$ cat src/rtl/dac_tx_scheduler_if.sv
`default_nettype none
// ============================================================================
//  Module      : dac_tx_scheduler_if
//  Description : One AXI4-Stream link (TDATA/TVALID/TLAST/TREADY). The master
//                modport drives the data side, the slave modport drives TREADY.
//  Ports       : TDATA  - C_AXIS_TDATA_WIDTH data word
//                TVALID - data valid
//                TLAST  - last beat of packet
//                TREADY - sink ready
//  Revision    : 1.0 - initial release
// ============================================================================
interface dac_tx_scheduler_if #(
  parameter int C_AXIS_TDATA_WIDTH = 32
) ();
  logic [C_AXIS_TDATA_WIDTH-1:0] TDATA;
  logic                          TVALID;
  logic                          TLAST;
  logic                          TREADY;

  modport master (output TDATA, output TVALID, output TLAST, input  TREADY);
  modport slave  (input  TDATA, input  TVALID, input  TLAST, output TREADY);
endinterface
`default_nettype wire

$ cat src/rtl/dac_tx_scheduler.sv
`default_nettype none
// ============================================================================
//  Module      : dac_tx_scheduler
//  Description : Builds DAC frames of the form
//                  preamble (S1) -> guard zeros -> payload (S0) -> IFG zeros
//                and repeats for frame_count frames (0 = until stopped).
//                Gaps are filled with ZERO_WORD (mid-scale, 0 V at the DAC).
//  Ports       : ACLK, ARESET       - clock, asynchronous active-high reset
//                start, stop        - control pulses
//                guard_len, ifg_len - gap lengths in beats (latched on start)
//                frame_count        - frames to send, 0 = continuous
//                busy, dac_stream_enable, frames_sent, underrun_cnt, state
//                S0_AXIS (slave)    - payload source
//                S1_AXIS (slave)    - preamble source
//                M_AXIS  (master)   - stream toward the DAC
//  Revision    : 1.0 - initial release
// ============================================================================
module dac_tx_scheduler #(
  parameter int                            C_AXIS_TDATA_WIDTH = 32,
  parameter logic [C_AXIS_TDATA_WIDTH-1:0] ZERO_WORD          = {2'b00, 14'h1FFF, 2'b00, 14'h1FFF}
) (
  input  wire logic         ACLK,
  input  wire logic         ARESET,
  input  wire logic         start,
  input  wire logic         stop,
  input  wire logic [15:0]  guard_len,
  input  wire logic [15:0]  ifg_len,
  input  wire logic [15:0]  frame_count,
  output logic              busy,
  output logic              dac_stream_enable,
  output logic [15:0]       frames_sent,
  output logic [15:0]       underrun_cnt,
  output logic [2:0]        state,
  dac_tx_scheduler_if.slave  S0_AXIS,
  dac_tx_scheduler_if.slave  S1_AXIS,
  dac_tx_scheduler_if.master M_AXIS
);

  typedef enum logic [2:0] {
    S_IDLE     = 3'd0,
    S_PREAMBLE = 3'd1,
    S_GUARD    = 3'd2,
    S_PAYLOAD  = 3'd3,
    S_IFG      = 3'd4
  } state_t;

  state_t      r_state;
  state_t      w_state_next;
  logic [15:0] r_guard_len;
  logic [15:0] r_ifg_len;
  logic [15:0] r_frame_count;
  logic [15:0] r_cnt;
  logic [15:0] r_frames_sent;
  logic [15:0] r_underrun_cnt;
  logic        r_stop_pending;

  logic        w_s1_hs;
  logic        w_s0_hs;
  logic        w_zero_hs;
  logic        w_zero_last;
  logic        w_frame_end;
  logic        w_last_frame;
  logic        w_underrun;

  assign w_s1_hs     = (r_state == S_PREAMBLE) && S1_AXIS.TVALID && M_AXIS.TREADY;
  assign w_s0_hs     = (r_state == S_PAYLOAD)  && S0_AXIS.TVALID && M_AXIS.TREADY;
  assign w_zero_hs   = ((r_state == S_GUARD) || (r_state == S_IFG)) && M_AXIS.TREADY;
  assign w_zero_last = w_zero_hs && (r_cnt == 16'd1);
  assign w_frame_end = w_s0_hs && S0_AXIS.TLAST;
  assign w_last_frame = (r_frame_count != 16'd0) &&
                        ((r_frames_sent + 16'd1) == r_frame_count);
  assign w_underrun  = M_AXIS.TREADY &&
                       (((r_state == S_PREAMBLE) && !S1_AXIS.TVALID) ||
                        ((r_state == S_PAYLOAD)  && !S0_AXIS.TVALID));

  assign busy              = (r_state != S_IDLE);
  assign dac_stream_enable = busy;
  assign frames_sent       = r_frames_sent;
  assign underrun_cnt      = r_underrun_cnt;
  assign state             = r_state;

  always_ff @(posedge ACLK or posedge ARESET) begin
    if (ARESET) r_state <= S_IDLE;
    else        r_state <= w_state_next;
  end

  // Next state plus the stream muxes; only the muxes are combinational paths.
  always_comb begin
    w_state_next    = r_state;
    M_AXIS.TDATA    = ZERO_WORD;
    M_AXIS.TVALID   = 1'b0;
    M_AXIS.TLAST    = 1'b0;
    S0_AXIS.TREADY  = 1'b0;
    S1_AXIS.TREADY  = 1'b0;
    case (r_state)
      S_IDLE: begin
        // stop in the same cycle as start wins
        if (start && !stop) w_state_next = S_PREAMBLE;
      end
      S_PREAMBLE: begin
        M_AXIS.TDATA   = S1_AXIS.TDATA;
        M_AXIS.TVALID  = S1_AXIS.TVALID;
        S1_AXIS.TREADY = M_AXIS.TREADY;
        if (w_s1_hs && S1_AXIS.TLAST)
          w_state_next = (r_guard_len == 16'd0) ? S_PAYLOAD : S_GUARD;
      end
      S_GUARD: begin
        M_AXIS.TVALID = 1'b1;
        if (stop)             w_state_next = S_IDLE;
        else if (w_zero_last) w_state_next = S_PAYLOAD;
      end
      S_PAYLOAD: begin
        M_AXIS.TDATA   = S0_AXIS.TDATA;
        M_AXIS.TVALID  = S0_AXIS.TVALID;
        M_AXIS.TLAST   = S0_AXIS.TLAST;
        S0_AXIS.TREADY = M_AXIS.TREADY;
        if (w_frame_end) begin
          if (r_stop_pending || w_last_frame) w_state_next = S_IDLE;
          else if (r_ifg_len == 16'd0)        w_state_next = S_PREAMBLE;
          else                                w_state_next = S_IFG;
        end
      end
      S_IFG: begin
        M_AXIS.TVALID = 1'b1;
        if (stop)             w_state_next = S_IDLE;
        else if (w_zero_last) w_state_next = S_PREAMBLE;
      end
      default: w_state_next = S_IDLE;
    endcase
  end

  always_ff @(posedge ACLK or posedge ARESET) begin
    if (ARESET) begin
      r_guard_len    <= 16'd0;
      r_ifg_len      <= 16'd0;
      r_frame_count  <= 16'd0;
      r_cnt          <= 16'd0;
      r_frames_sent  <= 16'd0;
      r_underrun_cnt <= 16'd0;
      r_stop_pending <= 1'b0;
    end else begin
      if ((r_state == S_IDLE) && (w_state_next == S_PREAMBLE)) begin
        r_guard_len   <= guard_len;
        r_ifg_len     <= ifg_len;
        r_frame_count <= frame_count;
        r_frames_sent <= 16'd0;
      end else if (w_frame_end && (r_frames_sent != 16'hFFFF)) begin
        r_frames_sent <= r_frames_sent + 16'd1;
      end

      // Beat counter is loaded on the transition into a gap state and
      // counts down on every accepted zero beat.
      if ((r_state == S_PREAMBLE) && (w_state_next == S_GUARD))
        r_cnt <= r_guard_len;
      else if ((r_state == S_PAYLOAD) && (w_state_next == S_IFG))
        r_cnt <= r_ifg_len;
      else if (w_zero_hs)
        r_cnt <= r_cnt - 16'd1;

      if (w_underrun && (r_underrun_cnt != 16'hFFFF))
        r_underrun_cnt <= r_underrun_cnt + 16'd1;

      if (busy && (w_state_next == S_IDLE)) r_stop_pending <= 1'b0;
      else if (busy && stop)                r_stop_pending <= 1'b1;
    end
  end

endmodule
`default_nettype wire

$ cat src/flat_wrapper.sv
// flat-port wrapper written by rule: the top's interface ports become plain ports
module dac_tx_scheduler_flat 
#(
  parameter int                            C_AXIS_TDATA_WIDTH = 32,
  parameter logic [C_AXIS_TDATA_WIDTH-1:0] ZERO_WORD          = {2'b00, 14'h1FFF, 2'b00, 14'h1FFF}
)
  (ACLK, ARESET, start, stop, guard_len, ifg_len, frame_count, busy, dac_stream_enable, frames_sent, underrun_cnt, state, S0_AXIS_TDATA, S0_AXIS_TVALID, S0_AXIS_TLAST, S0_AXIS_TREADY, S1_AXIS_TDATA, S1_AXIS_TVALID, S1_AXIS_TLAST, S1_AXIS_TREADY, M_AXIS_TDATA, M_AXIS_TVALID, M_AXIS_TLAST, M_AXIS_TREADY);
  dac_tx_scheduler_if #(.C_AXIS_TDATA_WIDTH(C_AXIS_TDATA_WIDTH)) S0_AXIS_i ();
  dac_tx_scheduler_if #(.C_AXIS_TDATA_WIDTH(C_AXIS_TDATA_WIDTH)) S1_AXIS_i ();
  dac_tx_scheduler_if #(.C_AXIS_TDATA_WIDTH(C_AXIS_TDATA_WIDTH)) M_AXIS_i ();
  input  wire logic ACLK;
  input  wire logic ARESET;
  input  wire logic start;
  input  wire logic stop;
  input  wire logic [15:0] guard_len;
  input  wire logic [15:0] ifg_len;
  input  wire logic [15:0] frame_count;
  output logic busy;
  output logic dac_stream_enable;
  output logic [15:0] frames_sent;
  output logic [15:0] underrun_cnt;
  output logic [2:0] state;
  input wire logic [$bits(S0_AXIS_i.TDATA)-1:0] S0_AXIS_TDATA;
  input wire logic [$bits(S0_AXIS_i.TVALID)-1:0] S0_AXIS_TVALID;
  input wire logic [$bits(S0_AXIS_i.TLAST)-1:0] S0_AXIS_TLAST;
  output wire logic [$bits(S0_AXIS_i.TREADY)-1:0] S0_AXIS_TREADY;
  input wire logic [$bits(S1_AXIS_i.TDATA)-1:0] S1_AXIS_TDATA;
  input wire logic [$bits(S1_AXIS_i.TVALID)-1:0] S1_AXIS_TVALID;
  input wire logic [$bits(S1_AXIS_i.TLAST)-1:0] S1_AXIS_TLAST;
  output wire logic [$bits(S1_AXIS_i.TREADY)-1:0] S1_AXIS_TREADY;
  output wire logic [$bits(M_AXIS_i.TDATA)-1:0] M_AXIS_TDATA;
  output wire logic [$bits(M_AXIS_i.TVALID)-1:0] M_AXIS_TVALID;
  output wire logic [$bits(M_AXIS_i.TLAST)-1:0] M_AXIS_TLAST;
  input wire logic [$bits(M_AXIS_i.TREADY)-1:0] M_AXIS_TREADY;
  assign S0_AXIS_i.TDATA = S0_AXIS_TDATA;
  assign S0_AXIS_i.TVALID = S0_AXIS_TVALID;
  assign S0_AXIS_i.TLAST = S0_AXIS_TLAST;
  assign S0_AXIS_TREADY = S0_AXIS_i.TREADY;
  assign S1_AXIS_i.TDATA = S1_AXIS_TDATA;
  assign S1_AXIS_i.TVALID = S1_AXIS_TVALID;
  assign S1_AXIS_i.TLAST = S1_AXIS_TLAST;
  assign S1_AXIS_TREADY = S1_AXIS_i.TREADY;
  assign M_AXIS_TDATA = M_AXIS_i.TDATA;
  assign M_AXIS_TVALID = M_AXIS_i.TVALID;
  assign M_AXIS_TLAST = M_AXIS_i.TLAST;
  assign M_AXIS_i.TREADY = M_AXIS_TREADY;
  dac_tx_scheduler #(.C_AXIS_TDATA_WIDTH(C_AXIS_TDATA_WIDTH), .ZERO_WORD(ZERO_WORD)) u_core (.ACLK(ACLK), .ARESET(ARESET), .start(start), .stop(stop), .guard_len(guard_len), .ifg_len(ifg_len), .frame_count(frame_count), .busy(busy), .dac_stream_enable(dac_stream_enable), .frames_sent(frames_sent), .underrun_cnt(underrun_cnt), .state(state), .S0_AXIS(S0_AXIS_i), .S1_AXIS(S1_AXIS_i), .M_AXIS(M_AXIS_i));
endmodule
$ cat config.mk
export PLATFORM = sky130hd
export DESIGN_NAME = dac_tx_scheduler_flat
export DESIGN_NICKNAME = d
export VERILOG_FILES = /design/src/rtl/dac_tx_scheduler_if.sv /design/src/rtl/dac_tx_scheduler.sv /design/src/flat_wrapper.sv
export SDC_FILE = /design/constraint.sdc
export NUM_CORES = 1
export LEC_CHECK = 0
export ABC_AREA = 1
export CAP_MARGIN = 20
export CORE_UTILIZATION = 40
export CTS_CLUSTER_DIAMETER = 30
export DETAILED_ROUTE_END_ITERATION = 10
export PLACE_DENSITY = 0.74
export SYNTH_ARGS = -nofsm -noshare
export SYNTH_HDL_FRONTEND = slang
export SYNTH_SLANG_ARGS = --single-unit
export TNS_END_PERCENT = 5
$ cat constraint.sdc
create_clock -name ACLK -period 3.7 [get_ports ACLK]
set_clock_uncertainty 0.15 [all_clocks]
set_input_delay 0.74 -clock ACLK [delete_from_list [all_inputs] [get_ports ACLK]]
set_output_delay 0.74 -clock ACLK [all_outputs]
set_load 0.05 [all_outputs]
==> results.py <==
metrics = {
    "pwr": {
        "cellPowerDensity_mw_per_mm2": 710,
        "internal-power_w": 0.00321,
        "power.switching_fraction_pct": 45.9,
        "p_total_w": 0.00592,
        "netSwitchingPower_w": 0.00272,
        "vdd.ir_drop.worst_uv": 512,
        "part_of_the_total_power_dissipated_in_sequential_elements_pct": 30.8,
        "clock_power_share_pct": 16.4,
        "relative_contribution_of_combinational_cells_to_total_power_pct": 52.8,
        "power.static_leakage_nw": 3.74,
    },
    "place": {
        "placed_standard_cell_area_mm2": 0.00804,
        "place.detailed.hpwl_um": 12700,
        "gpl.final_weighted_congestion": 0.902,
        "numPortBuffers": 193,
    },
    "floorplan": {
        "die_outline_area_mm2": 0.0154,
        "die_h_um": 124,
        "core_region_area_mm2": 0.0145,
        "die_w_um": 124,
        "rows": 44,
        "ios": 194,
        "initial_core_util_pct": 41.1,
    },
    "global_routing": {
        "grt_first_pass_wirelength_um": 28100,
        "gr-usage-all-layers_pct": 22.6,
        "grt_pass1_vias": 5605,
        "maximum_number_of_pins_on_one_net_before_global_route_repair": 101,
        "gr-total-overflow": 0,
        "antenna_found_initial": 0,
    },
    "clock_tree": {
        "cts_tree": "yes",
        "cts.root.buffer_cell": "sky130_fd_sc_hd__clkbuf_16",
        "clock_tree.htree_level_count": 3,
        "ctsResizeCount": 0,
        "postCtsSetupRepairBufs": 0,
        "path_clk_slew_ns": 0.07,
        "clock_path_buffers": 2,
        "clock-sinks": 100,
        "tritoncts.num_buffers": 9,
        "clkLatencyLatePin_ns": 0.36,
        "postCtsHoldBufs": 0,
    },
    "synthesis": {
        "async_s_r_ff_share_synth_pct": 100,
        "synthesis.nets": 864,
        "synth-simple-area-share_pct": 30.8,
        "synth_xor_xnor_area_share_pct": 5.59,
        "post_synth_fa_ha_maj_area_fraction_pct": 0.838,
        "netlist_instances": 739,
        "ys_top_cells_by_area": "sky130_fd_sc_hd__dfrtp_1 (42%), sky130_fd_sc_hd__nand2_1 (8.6%), sky130_fd_sc_hd__nand3_1 (6.3%)",
        "dominantRegCellSynth": "sky130_fd_sc_hd__dfrtp_1",
        "post_synth_instance_area_mm2": 0.00598,
        "yosys_warnings": 0,
        "ys_ff_latch": 100,
        "synth-edff-count": 0,
        "synth.distinct_cells": 39,
        "synth.yosys.seq_area_share_pct": 41.9,
        "synth_top_cell_area_share_pct": 41.9,
        "post-synth-top-count-cell": "sky130_fd_sc_hd__nand2_1",
        "synth_compound_area_share_pct": 9.57,
        "combinational_family_with_the_most_area_after_synthesis": "simple AND/OR/NAND/NOR gates",
        "cell_types_with_the_highest_counts_after_synthesis": "sky130_fd_sc_hd__nand2_1 (137), sky130_fd_sc_hd__dfrtp_1 (100), sky130_fd_sc_hd__inv_1 (84), sky130_fd_sc_hd__nand3_1 (75), sky130_fd_sc_hd__nor2_1 (75)",
        "synth_largest_area_cell": "sky130_fd_sc_hd__dfrtp_1",
        "syn_avg_cell_area_um2": 8.09,
        "multiplexer_share_of_the_synthesized_area_pct": 3.58,
    },
    "detailed_routing": {
        "antenna_left": 0,
        "drt_iter0_drc": 361,
        "route.vias.total": 5874,
        "drt_pre_antenna_iters": 5,
        "drcViolationCount": 0,
        "drt-wirelength-per-cell_um": 15.3,
        "postRouteWirelength_um": 17100,
        "viasPerCell": 5.26,
    },
    "layout": {
        "fill_cells": 1343,
        "area_delta_synth_final_pct": 39.6,
        "fraction_of_final_layout_cells_with_drive_strength_greater_than_1_pct": 11.5,
        "n_antenna_cell": 0,
        "fin_area_mm2": 0.00834,
        "fin_nets": 1053,
    },
    "critical_path": {
        "timing.setup.critical_path_class": "flip-flop to output port",
        "worst_ep_arrival_time_ns": 2.41,
        "end_kind": "output port",
        "worstSetupStartpointType": "flip-flop",
        "timing.critical_path.fanout_max": 10,
        "critical_path_rt_ns": 2.81,
        "timing.reg2reg.setup_slack_ns": 0.65,
    },
    "run_status": {
        "run_status": "finished, final reports clean",
    },
    "sta": {
        "setup-violations-final": 0,
        "worst_margin_pin_slew_ns": 0.579,
        "grt_setup_unrepaired": "false",
        "final_hold_viol_count": 0,
        "min_period_ns": 3.30,
        "timing.final.crit_share_pct": 89.1,
        "timing.setup.tns_ns": 0,
        "max_slew_margin_pct": 61.2,
        "fmax_mhz": 303,
        "maxSlewViolCount": 0,
    },
    "hold_path": {
        "worst_hold_class": "flip-flop to flip-flop",
    },
    "run": {
        "count_of_maximum_capacitance_violations": 0,
    },
}
-- metrics by stage --
stage / cells / utilization (%) / worst slack (ns) / hold WS, ns
5_1_grt: 1117 / 57.4 / 0.234 / 0.380
4_1_cts: 1117 / 57.4 / 0.367 / 0.363
3_3_place_gp: 1101 / 55.3 / 0.541 / 0.341
3_5_place_dp: 1101 / 55.3 / 0.542 / 0.349
6_report: 1117 / 57.4 / 0.404 / 0.355
2_1_floorplan: 739 / - / 0.191 / 0.332
-- cell usage in the layout (no fill, tap or decap), types with 2 or more instances in the layout --
cell type,instances
sky130_fd_sc_hd__clkdlybuf4s50_1,167
sky130_fd_sc_hd__nand2_1,137
sky130_fd_sc_hd__dfrtp_1,100
sky130_fd_sc_hd__inv_1,83
sky130_fd_sc_hd__nor2_1,75
sky130_fd_sc_hd__nand3_1,75
sky130_fd_sc_hd__nand4_1,51
sky130_fd_sc_hd__buf_4,35
sky130_fd_sc_hd__a21oi_1,31
sky130_fd_sc_hd__o22a_1,26
sky130_fd_sc_hd__xor2_1,22
sky130_fd_sc_hd__mux2_2,19
sky130_fd_sc_hd__xnor2_1,11
sky130_fd_sc_hd__nor2_2,10
sky130_fd_sc_hd__nand3_2,10
sky130_fd_sc_hd__clkbuf_16,9
sky130_fd_sc_hd__o21ai_0,8
sky130_fd_sc_hd__o22ai_1,8
sky130_fd_sc_hd__a22o_1,6
sky130_fd_sc_hd__nor3_1,5
sky130_fd_sc_hd__nor4_1,5
sky130_fd_sc_hd__nand2_2,4
sky130_fd_sc_hd__ha_1,4
sky130_fd_sc_hd__inv_2,3
sky130_fd_sc_hd__nor2_4,3
sky130_fd_sc_hd__clkinv_1,3
sky130_fd_sc_hd__xnor3_1,2
sky130_fd_sc_hd__nand2_4,2
sky130_fd_sc_hd__a31oi_1,2
sky130_fd_sc_hd__clkinv_2,2
sky130_fd_sc_hd__clkbuf_8,2
-- sequential cells by signal, summed over array words and instances, names as in the netlist --
register / count
u_core.r_guard_len: 16
u_core.r_ifg_len: 16
u_core.underrun_cnt: 16
u_core.r_cnt: 16
u_core.r_stop_pending: 1
u_core.r_frame_count: 16
u_core.state: 3
u_core.frames_sent: 16
-- logic make-up (layout without fill, tap and decap cells) --
family / after synthesis / count (layout)
buf+inv: 115 / 309
compound gates: 84 / 84
xor+xnor: 35 / 35
fa+ha+maj: 4 / 4
flops: 100 / 100
mux: 19 / 19
simple gates: 382 / 382
-- worst max-delay path, stage by stage (launching register included) --
cell and delay (ns):
sky130_fd_sc_hd__dfrtp_1 0.42, sky130_fd_sc_hd__nand2_1 0.14, sky130_fd_sc_hd__nor2_2 0.37, sky130_fd_sc_hd__nand2_1 0.22
sky130_fd_sc_hd__inv_1 0.10, sky130_fd_sc_hd__clkdlybuf4s50_1 0.80
-- final timing paths --
path | depth (start not counted) | to | from
worst max-delay path | 5 | S1_AXIS_TREADY | u_core.state[0]
worst min-delay path | 1 | u_core.underrun_cnt[15] | u_core.underrun_cnt[15]
worst max register to register | 16 | u_core.r_cnt[13] | u_core.frames_sent[0]
worst min register to register | 1 | u_core.underrun_cnt[15] | u_core.underrun_cnt[15]
max in group asynchronous | 3 | u_core.r_ifg_len[10] | ARESET
min in group asynchronous | 3 | u_core.underrun_cnt[5] | ARESET
-- per-layer routing --
layer,vias to the layer above,track usage (%),share of wire [%]
met1,2755,28.8,42
li1,2868,-,-
met4,0,8.86,2.1
met3,22,4.48,7.5
met2,229,37.5,48
met5,-,0,0
-- power by group through the flow --
stage	clock network (W)	registers [W]	logic [W]
finish	0.000970	0.00182	0.00313
global route	0.00103	0.00187	0.00340
CTS	0.000987	0.00182	0.00315
detailed placement	0	0.00183	0.00314
global placement	0	0.00182	0.00309
floorplan	0	0.00192	0.00211
-- cell type report --
| class | instances | area (um^2) | share of cell area (%) |
|---|---|---|---|
| multi-input cells | 524 | 3010 | 36.1 |
| flip-flops and latches | 100 | 2500 | 30.0 |
| repair buffers | 203 | 1950 | 23.4 |
| inverters | 90 | 340 | 4.08 |
| clock buffers | 12 | 256 | 3.08 |
| well taps | 184 | 230 | 2.76 |
| clock inverters | 4 | 47.5 | 0.570 |
No activity file was read; power rests on OpenSTA's default activity.
